===== src/rtl/button_event_gen.sv =====
// button_event_gen: press/release/click/long-press/auto-repeat pulse generator for a debounced button.
// Define BTN_AUTO_REPEAT_EN to enable repeatPulse while a long press is held.
module button_event_gen #(
  parameter int unsigned HOLD_CYCLES   = 50000000,
  parameter int unsigned REPEAT_CYCLES = 10000000
) (
  input  logic CLK,
  input  logic RESET,
  input  logic pButtonState,
  output logic pressPulse,
  output logic releasePulse,
  output logic clickPulse,
  output logic longPulse,
  output logic repeatPulse,
  output logic held
);
  localparam logic [1:0] IDLE = 2'd0;
  localparam logic [1:0] DOWN = 2'd1;
  localparam logic [1:0] LONG = 2'd2;
  if (HOLD_CYCLES < 2 || REPEAT_CYCLES < 2) begin : g_bad_params
    $error("HOLD_CYCLES and REPEAT_CYCLES must both be at least 2");
  end
  logic [1:0]  state_q, state_d;
  logic [31:0] cnt_q, cnt_d;
  logic        press_q, press_d;
  logic        release_q, release_d;
  logic        click_q, click_d;
  logic        long_q, long_d;
  logic        repeat_q, repeat_d;
  logic        held_q, held_d;
  always_comb begin
    state_d   = state_q;
    cnt_d     = cnt_q;
    press_d   = 1'b0;
    release_d = 1'b0;
    click_d   = 1'b0;
    long_d    = 1'b0;
    repeat_d  = 1'b0;
    held_d    = state_q == LONG;
    case (state_q)
      IDLE: begin
        if (pButtonState) begin
          state_d = DOWN;
          cnt_d   = '0;
          press_d = 1'b1;
        end
      end
      DOWN: begin
        if (!pButtonState) begin
          state_d   = IDLE;
          release_d = 1'b1;
          click_d   = 1'b1;
        end else if (cnt_q == 32'(HOLD_CYCLES - 1)) begin
          state_d = LONG;
          cnt_d   = '0;
          long_d  = 1'b1;
        end else begin
          cnt_d = cnt_q + 32'd1;
        end
      end
      LONG: begin
        if (!pButtonState) begin
          state_d   = IDLE;
          release_d = 1'b1;
        end else begin
`ifdef BTN_AUTO_REPEAT_EN
          repeat_d = cnt_q == 32'(REPEAT_CYCLES - 1);
          cnt_d    = repeat_d ? '0 : cnt_q + 32'd1;
`else
          cnt_d = cnt_q;
`endif
        end
      end
      default: begin
        state_d = IDLE;
        cnt_d   = '0;
      end
    endcase
  end
  always_ff @(posedge CLK or posedge RESET) begin
    if (RESET) begin
      state_q   <= IDLE;
      cnt_q     <= '0;
      press_q   <= 1'b0;
      release_q <= 1'b0;
      click_q   <= 1'b0;
      long_q    <= 1'b0;
      repeat_q  <= 1'b0;
      held_q    <= 1'b0;
    end else begin
      state_q   <= state_d;
      cnt_q     <= cnt_d;
      press_q   <= press_d;
      release_q <= release_d;
      click_q   <= click_d;
      long_q    <= long_d;
      repeat_q  <= repeat_d;
      held_q    <= held_d;
    end
  end
  assign pressPulse   = press_q;
  assign releasePulse = release_q;
  assign clickPulse   = click_q;
  assign longPulse    = long_q;
  assign repeatPulse  = repeat_q;
  assign held         = held_q;
endmodule


===== config.mk =====
export PLATFORM = sky130hd
export DESIGN_NAME = button_event_gen
export DESIGN_NICKNAME = d
export VERILOG_FILES = /design/src/rtl/button_event_gen.sv
export SDC_FILE = /design/constraint.sdc
export NUM_CORES = 1
export LEC_CHECK = 0
export ABC_AREA = 0
export CAP_MARGIN = 5
export CORE_AREA = 2 2 65 67
export DETAILED_ROUTE_END_ITERATION = 12
export DIE_AREA = 0 0 67 69
export PLACE_DENSITY_LB_ADDON = 0.08
export SKIP_CTS_REPAIR_TIMING = 1
export SLEW_MARGIN = 30
export SYNTH_ARGS = -nofsm -noshare
export SYNTH_HDL_FRONTEND = slang
export SYNTH_SLANG_ARGS = --single-unit

===== constraint.sdc =====
create_clock -name CLK -period 2.6 [get_ports CLK]
set_input_delay 0.52 -clock CLK [delete_from_list [all_inputs] [get_ports CLK]]
set_output_delay 0.52 -clock CLK [all_outputs]
set_load 0.05 [all_outputs]

==> results of run 1 <==
-- critical path: stages, from the launching register on --
cell and delay [ns]:
dfrtp_1 0.44, or4_4 0.56, nor4_4 0.39, a31oi_4 0.21, nor2_8 0.28, buf_12 0.20, nor2_1 0.06
-- sequential cells by signal, summed over array words and instances, names as in the netlist --
register      flops
state_q           2
releasePulse      1
pressPulse        1
held              1
longPulse         1
cnt_q            32
clickPulse        1
-- cells by family after synthesis --
family,Yosys count,synth area share [%]
flops,39,46.4
xor+xnor,28,11.7
buf+inv,14,4.70
mux,1,0.476
simple gates,109,30.0
fa+ha+maj,4,2.38
compound gates,11,4.22
other cells,1,0.178
-- stage by stage --
stage          utilization (%)  worst slack (ns)  power, mW
3_3_place_gp              57.1             0.296       1.00
3_5_place_dp              57.1             0.297       1.02
5_1_grt                   60.1             0.245       1.62
2_1_floorplan                -             0.626      0.956
4_1_cts                   60.1             0.318       1.55
6_report                  60.1             0.335       1.53
-- synth_stat cells, drive strengths merged, types with 2 or more instances --
cell type / n / share of area (%)
a21oi: 2 / 0.48
buf: 5 / 3.0
nor4: 6 / 2.8
nand2: 21 / 3.7
o21ai: 3 / 0.71
nor2: 38 / 9.9
nand3: 15 / 3.6
inv: 8 / 1.4
or4b: 2 / 0.95
and4: 3 / 1.3
and3: 4 / 1.2
xnor2: 7 / 2.9
nor3: 5 / 1.4
or4: 2 / 1.1
dfrtp: 39 / 46
ha: 4 / 2.4
xor2: 21 / 8.7
nand4: 9 / 2.7
-- worst paths after layout --
check	start	endpoint	depth (start not counted)
max	cnt_q[24]$_DFFE_PP0P_	cnt_q[10]$_DFFE_PP0P_	6
min	cnt_q[22]$_DFFE_PP0P_	cnt_q[22]$_DFFE_PP0P_	2
max reg2reg	cnt_q[24]$_DFFE_PP0P_	cnt_q[10]$_DFFE_PP0P_	6
min reg2reg	cnt_q[22]$_DFFE_PP0P_	cnt_q[22]$_DFFE_PP0P_	2
max in group asynchronous	RESET	cnt_q[16]$_DFFE_PP0P_	3
min in group asynchronous	RESET	releasePulse$_DFF_PP0_	3
-- power by group --
part | leakage (nW) | internal (mW) | switching (mW)
clock | 0.0612 | 0.311 | 0.213
combinational | 0.397 | 0.106 | 0.216
sequential | 0.538 | 0.646 | 0.0396
-- final cells by class --
class / instances / area share, %
multi-input combinational: 154 / 43.8
clock buffer: 6 / 3.51
timing repair buffer: 14 / 5.75
clock inverter: 2 / 1.49
sequential: 39 / 41.5
tap: 50 / 2.66
inverter: 8 / 1.28
-- per-layer routing --
metal | share of wire (%) | up-vias | track usage [%]
met5 | 0 | - | 0
met4 | 1.0 | 0 | 5.44
met3 | 3.1 | 5 | 5.38
met2 | 53 | 23 | 33.3
met1 | 43 | 748 | 24.5
li1 | - | 737 | -
==> impl_metrics.py, run 1 <==
metrics = {
    "run_status": {
        "status": "completed",
    },
    "place": {
        "gp_congestion": 0.795,
        "dp_hpwl_um": 2890,
        "dp_cells": 265,
        "port_buffers": 7,
        "placedInstanceArea_um2": 2230,
    },
    "worst_setup_path": {
        "r2r_slack_ns": 0.33,
        "crit_fanout": 17,
        "criticalPathCategory": "reg2reg",
        "worstPathArrival_ns": 2.44,
        "required_ns": 2.78,
        "critPathLaunchType": "flip-flop",
        "endpoint_kind": "flip-flop",
    },
    "drt": {
        "via_per_inst": 5.54,
        "ant_nets": 0,
        "dr.pass1.iters": 4,
        "drc": 0,
        "num_vias": 1513,
        "avgRoutedWirePerCell_um": 14.6,
        "wirelength_um": 3980,
        "drt_iter0_drc": 123,
    },
    "power": {
        "p_per_area_nw_per_um2": 652,
        "vdd_drop_max_mv": 0.430,
        "power_leakage_nw": 0.997,
    },
    "floorplanning": {
        "io_pins": 9,
        "die_x_um": 67,
        "row_count": 23,
        "die_area_um2": 4620,
        "core_area_um2": 3910,
        "start_util_pct": 53.8,
        "die_h_um": 69,
    },
    "grt": {
        "grt_pass1_vias": 1576,
        "grt-ovfl-total": 0,
        "grt_max_degree": 40,
        "antenna_found_initial": 0,
        "track_usage_pct": 19.8,
        "grt_pass1_wl_um": 7030,
    },
    "finish": {
        "final_nets": 229,
        "multiInputGateArea_um2": 1030,
        "drive_gt1_share_pct": 19.7,
        "fillers": 351,
        "antenna_cells": 0,
        "stdcell_area_um2": 2350,
        "stdcell_count": 273,
        "seqCellArea_um2": 976,
        "layout_commonest_cell": "dfrtp_1",
        "most-common-layout-cells": "dfrtp_1, nand2_1, xor2_1",
        "syn2layout_area_growth_pct": 11.7,
    },
    "yosys": {
        "avgSynthCellArea_um2": 10.2,
        "seq_area_frac_synth_pct": 46.4,
        "yosys_register_bits": 39,
        "synth_edf_count": 0,
        "yosysWarnings": 0,
        "ys.flop_type": "dfrtp_1",
        "ys_types": 41,
        "syn-num-nets": 214,
        "synthCells": 207,
        "netlist_area_um2": 2100,
        "async_flop_share_pct": 100,
    },
    "clock_tree": {
        "cts_root_buffer": "clkbuf_8",
        "clockBufferDepth": 2,
        "path_clk_slew_ns": 0.08,
        "clkSinkCount": 39,
        "cts-htree-levels": 2,
        "cts_buffers": 5,
        "clkLatencyLatePin_ns": 0.29,
        "cts_tree": "done",
    },
    "sta": {
        "final-setup-viol-count": 0,
        "max_freq_ghz": 0.441,
        "final_max_slew_viol_count": 0,
        "setup_tns_ns": 0,
        "finalCritPeriodShare_pct": 87.1,
        "rsz0062_at_grt": "false",
        "fin_crit_ns": 2.27,
        "skew_ns": 0.00684,
        "finalHoldViolations": 0,
        "holdWs_ns": 0.552,
    },
    "min_path": {
        "worstHoldPathType": "reg2reg",
    },
    "flow_run": {
        "max_cap_violations": 0,
    },
}
Power figures use the tool's default switching activity.
==> run 2: changes to the inputs <==
--- a/config.mk
+++ b/config.mk
@@ -8,6 +8,7 @@
 export ABC_AREA = 0
 export CAP_MARGIN = 5
 export CORE_AREA = 2 2 65 67
+export CTS_CLUSTER_DIAMETER = 30
 export DETAILED_ROUTE_END_ITERATION = 12
 export DIE_AREA = 0 0 67 69
 export PLACE_DENSITY_LB_ADDON = 0.08
==> constraint.sdc (replaced) <==
create_clock -name CLK -period 2.4 [get_ports CLK]
set_input_delay 0.48 -clock CLK [delete_from_list [all_inputs] [get_ports CLK]]
set_output_delay 0.48 -clock CLK [all_outputs]
set_load 0.05 [all_outputs]
==> impl_metrics.py, run 2 (synthesis gave the netlist of run 1 again) <==
metrics = {
    "finish": {
        "final_nets": 230,
        "top_register": "cnt_q",
        "layout_commonest_cell": "dfrtp_1",
        "stdcell_count": 274,
        "antenna_cells": 0,
        "reg_top3": "cnt_q (32), state_q (2)",
        "largest_register_ffs": 32,
        "drive_gt1_share_pct": 19.2,
        "syn2layout_area_growth_pct": 10.3,
        "most-common-layout-cells": "dfrtp_1, nand2_1, xor2_1",
    },
    "clock_tree": {
        "path_clk_slew_ns": 0.07,
        "clkLatencyLatePin_ns": 0.29,
        "clockBufferDepth": 2,
        "cts_root_buffer": "clkbuf_8",
        "cts_tree": "done",
        "cts_buffers": 5,
        "cts-htree-levels": 2,
        "clkSinkCount": 39,
    },
    "sta": {
        "finalCritPeriodShare_pct": 88.9,
        "fin_crit_ns": 2.13,
        "finalHoldViolations": 0,
        "skew_ns": 0.00607,
        "max_freq_ghz": 0.469,
        "rsz0062_at_grt": "false",
        "final_max_slew_viol_count": 0,
        "setup_tns_ns": 0,
        "holdWs_ns": 0.552,
        "final-setup-viol-count": 0,
    },
    "floorplanning": {
        "start_util_pct": 53.8,
        "die_h_um": 69,
        "die_area_um2": 4620,
        "die_x_um": 67,
        "io_pins": 9,
        "row_count": 23,
        "core_area_um2": 3910,
    },
    "drt": {
        "dr.pass1.iters": 4,
        "drc": 0,
        "num_vias": 1491,
        "avgRoutedWirePerCell_um": 13.9,
        "drt_iter0_drc": 41,
        "wl_met1_um": 1750,
        "wirelength_um": 3820,
        "highest_layer": "met4",
        "via_per_inst": 5.44,
        "ant_nets": 0,
        "wl_met2_um": 1900,
        "route.met3.wl_um": 118,
    },
    "min_path": {
        "worstHoldPathType": "reg2reg",
        "hold_end": "cnt_q[2]$_DFFE_PP0P_",
        "holdPathStages": 1,
        "min_from": "cnt_q[2]$_DFFE_PP0P_",
    },
    "worst_setup_path": {
        "rr_worst_depth": 6,
        "r2r_slack_ns": 0.27,
        "endpoint_kind": "flip-flop",
        "reg2reg_from": "cnt_q[24]$_DFFE_PP0P_",
        "required_ns": 2.57,
        "crit_fanout": 28,
        "criticalPathCategory": "reg2reg",
        "r2r-end": "cnt_q[10]$_DFFE_PP0P_",
        "worstPathArrival_ns": 2.31,
        "critPathLaunchType": "flip-flop",
    },
    "power": {
        "power.total_mw": 1.51,
        "p_per_area_nw_per_um2": 650,
        "power_leakage_nw": 0.982,
        "vdd_drop_max_mv": 0.323,
    },
    "grt": {
        "grt_pass1_vias": 1497,
        "antenna_found_initial": 0,
        "grt-ovfl-total": 0,
        "grt_max_degree": 40,
        "track_usage_pct": 19.5,
        "grt_pass1_wl_um": 7010,
    },
    "run_status": {
        "status": "completed",
    },
    "place": {
        "dp_hpwl_um": 2670,
        "port_buffers": 7,
        "dp_cells": 266,
        "gp_congestion": 0.752,
    },
    "flow_run": {
        "max_cap_violations": 0,
    },
}
-- run 2: changes by cell type in the layout (fill, tap and decap cells not counted), sizes merged --
cell	delta
buf	+1
clkbuf	+1
bufinv	-1
-- run 2: metal layers --
layer	GRT usage, %	up-vias
met5	0	-
met4	5.44	0
met3	5.38	7
met2	31.5	19
met1	25.4	725
li1	-	740
-- run 2: worst max-delay path by stage --
stage	cells after the start	endpoint	slack, ns	from
5_1_grt	6	cnt_q[11]$_DFFE_PP0P_	0.16	cnt_q[24]$_DFFE_PP0P_
6_report	6	cnt_q[10]$_DFFE_PP0P_	0.27	cnt_q[24]$_DFFE_PP0P_
3_5_place_dp	7	cnt_q[14]$_DFFE_PP0P_	0.17	pButtonState
3_3_place_gp	7	cnt_q[14]$_DFFE_PP0P_	0.22	pButtonState
4_1_cts	6	cnt_q[10]$_DFFE_PP0P_	0.24	cnt_q[24]$_DFFE_PP0P_
2_1_floorplan	6	cnt_q[4]$_DFFE_PP0P_	0.43	cnt_q[28]$_DFFE_PP0P_
-- run 2: final cells by class --
type	instances	area, um^2
fillers	341	1590
multi-input cells	154	1030
flip-flops and latches	39	976
repair buffers	15	143
clock buffers	7	76.3
well taps	50	62.6
inverters	8	30.0
clock inverters	1	5.00
-- run 2: power breakdown --
| part | switching (mW) | leakage, nW | internal [mW] |
|---|---|---|---|
| logic | 0.231 | 0.402 | 0.116 |
| registers | 0.0412 | 0.538 | 0.700 |
| clock network | 0.218 | 0.0422 | 0.204 |
| total | 0.490 | 0.982 | 1.02 |
-- run 2: critical path, cell delays in order, from the launching register on --
cell	delay (ns)
dfrtp_1	0.43
or4_4	0.57
nor4_4	0.39
a31oi_4	0.21
nor2_8	0.13
buf_12	0.21
nor2_1	0.07
-- run 2: metrics by stage --
stage | cell area [um^2] | setup WS [ns] | utilization [%]
6_report | 2320 | 0.266 | 59.3
4_1_cts | 2320 | 0.244 | 59.3
3_5_place_dp | 2240 | 0.166 | 57.3
3_3_place_gp | 2240 | 0.219 | 57.3
5_1_grt | 2320 | 0.163 | 59.3
2_1_floorplan | 2100 | 0.426 | -
==> run 3: changes to the inputs <==
--- a/config.mk
+++ b/config.mk
@@ -5,7 +5,6 @@
 export SDC_FILE = /design/constraint.sdc
 export NUM_CORES = 1
 export LEC_CHECK = 0
-export ABC_AREA = 0
 export CAP_MARGIN = 5
 export CORE_AREA = 2 2 65 67
 export CTS_CLUSTER_DIAMETER = 30
==> results of run 3 <==
The final DEF is identical to that of run 2; final timing and power are the same.
